### src/rtl/decode_operand_stage.sv
// Decode-side operand fetch: register read, bypass/stall resolution, valid/ready output register.
// Define DECODE_BYPASS_EN for forwarding from EXE/MEM/WB; otherwise any in-flight producer stalls.
module decode_operand_stage #(
    parameter int unsigned XLEN  = 32,
    parameter int unsigned ADR_W = 6
) (
    input  logic             clk,
    input  logic             reset_n,
    input  logic             IF_VALID_SI,
    input  logic [XLEN-1:0]  IF_INSTR_SI,
    input  logic [XLEN-1:0]  IF_PC_SI,
    output logic             DEC_READY_SD,
    output logic [ADR_W-1:0] RADR1_SD,
    output logic [ADR_W-1:0] RADR2_SD,
    input  logic [XLEN-1:0]  RDATA1_SR,
    input  logic [XLEN-1:0]  RDATA2_SR,
    input  logic             EXE_VALID_SE,
    input  logic [ADR_W-1:0] EXE_RD_SE,
    input  logic [XLEN-1:0]  EXE_DATA_SE,
    input  logic             EXE_LOAD_SE,
    input  logic             MEM_VALID_SM,
    input  logic [ADR_W-1:0] MEM_RD_SM,
    input  logic [XLEN-1:0]  MEM_DATA_SM,
    input  logic             WENABLE_SW,
    input  logic [ADR_W-1:0] WADR_SW,
    input  logic [XLEN-1:0]  WDATA_SW,
    input  logic             FLUSH_SE,
    input  logic             EXE_READY_SE,
    output logic             DEC_VALID_SD,
    output logic [XLEN-1:0]  DEC_OP1_SD,
    output logic [XLEN-1:0]  DEC_OP2_SD,
    output logic [ADR_W-1:0] DEC_RD_SD,
    output logic [XLEN-1:0]  DEC_INSTR_SD,
    output logic [XLEN-1:0]  DEC_PC_SD
);

    localparam int unsigned PadW = ADR_W - 5;

    logic [ADR_W-1:0] rs1, rs2, rd;
    logic [XLEN-1:0]  op1, op2;
    logic             hazard;
    logic             accept;
    logic             valid_q, valid_d;
    logic [XLEN-1:0]  op1_q, op2_q, instr_q, pc_q;
    logic [ADR_W-1:0] rd_q;

    assign rs1 = {{PadW{1'b0}}, IF_INSTR_SI[19:15]};
    assign rs2 = {{PadW{1'b0}}, IF_INSTR_SI[24:20]};
    assign rd  = {{PadW{1'b0}}, IF_INSTR_SI[11:7]};

    assign RADR1_SD = rs1;
    assign RADR2_SD = rs2;

    // x0 is never a real producer destination, so it never matches.
    function automatic logic match(input logic v, input logic [ADR_W-1:0] prod,
                                   input logic [ADR_W-1:0] rs);
        return v && (prod != '0) && (prod == rs);
    endfunction

`ifdef DECODE_BYPASS_EN
    function automatic logic [XLEN-1:0] resolve(input logic [ADR_W-1:0] rs,
                                                input logic [XLEN-1:0]  rdata);
        if (rs == '0)                              return '0;
        else if (match(EXE_VALID_SE, EXE_RD_SE, rs)) return EXE_DATA_SE;
        else if (match(MEM_VALID_SM, MEM_RD_SM, rs)) return MEM_DATA_SM;
        else if (match(WENABLE_SW, WADR_SW, rs))     return WDATA_SW;
        else                                       return rdata;
    endfunction

    // Only a load in EXE has no data yet; everything else is forwarded.
    assign hazard = EXE_VALID_SE && EXE_LOAD_SE &&
                    (match(1'b1, EXE_RD_SE, rs1) || match(1'b1, EXE_RD_SE, rs2));
`else
    function automatic logic [XLEN-1:0] resolve(input logic [ADR_W-1:0] rs,
                                                input logic [XLEN-1:0]  rdata);
        return (rs == '0) ? '0 : rdata;
    endfunction

    assign hazard = match(EXE_VALID_SE, EXE_RD_SE, rs1) || match(EXE_VALID_SE, EXE_RD_SE, rs2) ||
                    match(MEM_VALID_SM, MEM_RD_SM, rs1) || match(MEM_VALID_SM, MEM_RD_SM, rs2) ||
                    match(WENABLE_SW, WADR_SW, rs1)     || match(WENABLE_SW, WADR_SW, rs2);

    logic unused_fwd;
    assign unused_fwd = EXE_LOAD_SE ^ (^EXE_DATA_SE) ^ (^MEM_DATA_SM) ^ (^WDATA_SW);
`endif

    assign op1 = resolve(rs1, RDATA1_SR);
    assign op2 = resolve(rs2, RDATA2_SR);

    assign DEC_READY_SD = !FLUSH_SE && !hazard && (!valid_q || EXE_READY_SE);
    assign accept       = IF_VALID_SI && DEC_READY_SD;

    always_comb begin
        valid_d = valid_q;
        if (FLUSH_SE) begin
            valid_d = 1'b0;
        end else if (accept) begin
            valid_d = 1'b1;
        end else if (EXE_READY_SE) begin
            valid_d = 1'b0;
        end
    end

    always_ff @(posedge clk) begin
        if (!reset_n) begin
            valid_q <= 1'b0;
            op1_q   <= '0;
            op2_q   <= '0;
            rd_q    <= '0;
            instr_q <= '0;
            pc_q    <= '0;
        end else begin
            valid_q <= valid_d;
            if (accept) begin
                op1_q   <= op1;
                op2_q   <= op2;
                rd_q    <= rd;
                instr_q <= IF_INSTR_SI;
                pc_q    <= IF_PC_SI;
            end
        end
    end

    assign DEC_VALID_SD = valid_q;
    assign DEC_OP1_SD   = op1_q;
    assign DEC_OP2_SD   = op2_q;
    assign DEC_RD_SD    = rd_q;
    assign DEC_INSTR_SD = instr_q;
    assign DEC_PC_SD    = pc_q;

endmodule
### config.mk
export PLATFORM = sky130hd
export DESIGN_NAME = decode_operand_stage
export DESIGN_NICKNAME = d
export VERILOG_FILES = /design/src/rtl/decode_operand_stage.sv
export SDC_FILE = /design/constraint.sdc
export NUM_CORES = 1
export LEC_CHECK = 0
export CORE_AREA = 2 2 154 156
export DETAILED_ROUTE_END_ITERATION = 12
export DIE_AREA = 0 0 156 158
export MAX_ROUTING_LAYER = met4
export PLACE_DENSITY = 0.68
export SYNTH_ARGS = -nofsm -noshare
export SYNTH_HDL_FRONTEND = slang
export SYNTH_SLANG_ARGS = --single-unit
### constraint.sdc
create_clock -name clk -period 2.4 [get_ports clk]
set_clock_uncertainty 0.1 [all_clocks]
set_input_delay 0.72 -clock clk [delete_from_list [all_inputs] [get_ports clk]]
set_output_delay 0.72 -clock clk [all_outputs]
set_load 0.02 [all_outputs]
==> metrics.md <==
| Metric | Value |
|---|---|
| CP Cell Sequence | `dlygate4sd2_1 -> or4_4 -> nor2_4 -> a2111oi_4 -> and3b_2 -> buf_6` |
| Routed wire per std cell | `14.7 um` |
| Cells after synthesis | `642` |
| Setup Viol. Count Final | `123` |
| Seq. cell area | `0.00258 mm2` |
| Max-Cap Viols | `0` |
| Via count of the routed design | `5,383` |
| Peak supply drop | `362 uV` |
| P_leak | `4.10 nW` |
| Final GP Congestion | `0.822` |
| Pin count of the biggest net entering global routing | `86` |
| Seq cells post-synth | `129` |
| N_diodes | `0` |
| Synth Warn # | `0` |
| Clock buffer depth | `2` |
| Vias per Instance | `4.20` |
| First-pass GRT wire length | `29.1 mm` |
| Port Buffers | `298` |
| Avg Synthesized Cell Area | `8.91 um2` |
| Global route overflow | `0` |
| Clk Latency, worst-skew pair | `0.41 ns` |
| Die X | `156 um` |
| Main synth FF type | `dfxtp_1` |
| Post-route DRC | `0` |
| Post-synth top cells | `260 x nand2_1, 129 x dfxtp_1, 128 x mux2i_1` |
| CTS Buf Count | `17` |
| Pwr Density | `597 mW/mm2` |
| Final hold violations | `0` |
| TritonCTS clock tree | `done` |
| Reg clk slew, reported paths | `0.06 ns` |
| Startpoint Class | `primary input` |
| Area contributors post-synth | `dfxtp_1 45%, mux2i_1 22%, nand2_1 17%` |
| Combinational share of power | `0.225` |
| Multi-input logic area | `0.00288 mm2` |
| Routed wire length | `18.8 mm` |
| Initial antenna violation count | `0` |
| Post-synth top area cell | `dfxtp_1` |
| Area share of the largest cell type after synthesis | `0.452` |
| Pint | `4.49 mW` |
| Fin. max-slew vios | `0` |
| Fin nets | `1,230` |
| H-Tree Level Count | `4` |
| Synth Cell Area | `0.00572 mm2` |
| ANT nets after route | `0` |
| Outcome | `complete, but fails checks` |
| Full die area | `0.0246 mm2` |
| Worst setup margin | `-0.503 ns` |
| Clock power share | `0.401` |
| Initial DRT Pass Iterations | `4` |
| R2R cell count | `8` |
| Reg power frac | `0.374` |
| P&R area growth vs syn | `81.9%` |
| Fin crit period | `2.90 ns` |
| Post-synth EDFFs | `0` |
| Fmax | `0.344 GHz` |
| CTS root buffer | `clkbuf_16` |
| Vias in the first global route | `5,510` |
| Yosys cell types | `25` |
| Crit path capture type | `primary output` |
| Sequential share of the synthesized area | `0.452` |
| Setup CP Type | `in -> out` |
| FFs w/ async S/R, synth | `0` |
| Initial drt markers | `218` |
| Initial Utilization | `0.248` |
| Row count | `56` |
| Final Util | `0.451` |
| RSZ-0062 raised after global routing | `true` |
| Worst Path Required | `1.58 ns` |
| Switching share of total power | `0.277` |
| Slowest cell on crit path | `or4_4` |
| DP Area | `0.00926 mm2` |
| Fillers | `2,192` |
| Min-Delay Path Depth | `2` |
| Worst hold path type | `reg -> reg` |
| P_sw | `1.72 mW` |
| Critical-path maximum fanout | `2` |
| I/O pin count | `399` |
| Crit share post-route | `1.21` |
| Crit path DAT | `2.08 ns` |
| Total power | `6.21 mW` |
| DIE HEIGHT | `158 um` |
| Global-route usage over all layers | `0.155` |
| Layout cells sized above 1 | `0.162` |
| Failing checks | `negative setup slack` |
| Design Area, Final | `0.0104 mm2` |
| Core box area | `0.0231 mm2` |
| Dpl hpwl | `13.2 mm` |
| Most numerous cell in the Yosys netlist | `nand2_1` |
| Number of clock sinks | `129` |
| Largest stage delay on the critical path | `0.56 ns` |
## final timing paths
| kind | from | end | slack, ns |
|---|---|---|---|
| worst max register to register | DEC_VALID_SD | DEC_PC_SD[22] | 0.59 |
| worst min register to register | DEC_INSTR_SD[26] | DEC_INSTR_SD[26] | 0.35 |
| worst max-delay path | MEM_RD_SM[1] | DEC_READY_SD | -0.50 |
| worst min-delay path | DEC_INSTR_SD[26] | DEC_INSTR_SD[26] | 0.35 |
## state kept, by name, summed over array words and instances (netlist names)
register,cells
DEC_PC_SD,32
DEC_OP1_SD,32
DEC_OP2_SD,32
DEC_VALID_SD,1
DEC_INSTR_SD,32
## placed cells by master (no fill, tap or decap), types with 5 or more instances in the layout
cell             instances
buf_12                  21
buf_2                    6
buf_4                   28
buf_6                   22
buf_8                   13
clkbuf_16               17
clkbuf_2                 8
clkdlybuf4s50_1        261
dfxtp_1                129
dlygate4sd2_1           13
mux2i_1                128
nand2_1                260
nand3_1                  5
xnor2_1                 18
xnor2_2                  6
## routing by layer
| metal | up-vias | GRT usage | part of all wire |
|---|---|---|---|
| li1 | 2718 | - | - |
| met1 | 2473 | 0.182 | 0.43 |
| met2 | 178 | 0.265 | 0.50 |
| met3 | 14 | 0.0383 | 0.062 |
| met4 | 0 | 0.0446 | 0.013 |
| met5 | - | - | 0 |
## cell type report
| type | instances | area share |
|---|---|---|
| multi-input combinational | 450 | 0.277 |
| sequential | 129 | 0.248 |
| tap | 290 | 0.0349 |
| inverter | 2 | 0.000722 |
| timing repair buffer | 379 | 0.386 |
| clock buffer | 17 | 0.0409 |
| clock inverter | 15 | 0.0128 |
## stage by stage
stage | worst slack [ns] | std cells | hold slack, ns | TNS, ns
final | -0.503 | 1282 | 0.354 | -8.09
after global routing | -0.538 | 1282 | 0.372 | -15.36
after CTS | -0.564 | 1288 | 0.358 | -21.07
after detailed placement | -1.33 | 1227 | 0.347 | -109.35
after global placement | -1.33 | 1227 | 0.341 | -108.03
after floorplan | -0.235 | 644 | 0.433 | -11.74
## power by group through the flow
| stage | Clock (mW) | Sequential, mW | Combinational (mW) |
|---|---|---|---|
| 2_1_floorplan | 0 | 2.52 | 0.448 |
| 3_3_place_gp | 0 | 2.36 | 1.26 |
| 3_5_place_dp | 0 | 2.37 | 1.27 |
| 4_1_cts | 2.57 | 2.32 | 1.42 |
| 5_1_grt | 2.68 | 2.34 | 1.49 |
| 6_report | 2.49 | 2.32 | 1.40 |
## cells by family (layout without fill, tap and decap cells)
kind of cell / count (synthesis) / count (layout) / share of synthesized area
and+or+nand+nor: 282 / 282 / 0.195
DFF: 129 / 129 / 0.452
muxes: 128 / 128 / 0.224
buffers and inverters: 65 / 413 / 0.0726
xor gates and xnor gates: 30 / 30 / 0.0459
AOI/OAI and AO/OA: 7 / 7 / 0.0105
other: 1 / 3 / 0.000656
## critical path, delay by kind of cell
kind	cells	cell delay, ns
AO/OA/AOI/OAI	1	0.06
buffers and inverters	2	0.36
AND/OR/NAND/NOR	3	0.94
## timing repair
action	4_1_cts	5_1_grt
endpoints found under the setup margin	140	130
pin swaps	16	18
hold buffers	0	0
buffers inserted	20	7
cloned	10	0
gates resized for setup	123	64
No activity file was read; power rests on OpenSTA's default activity.
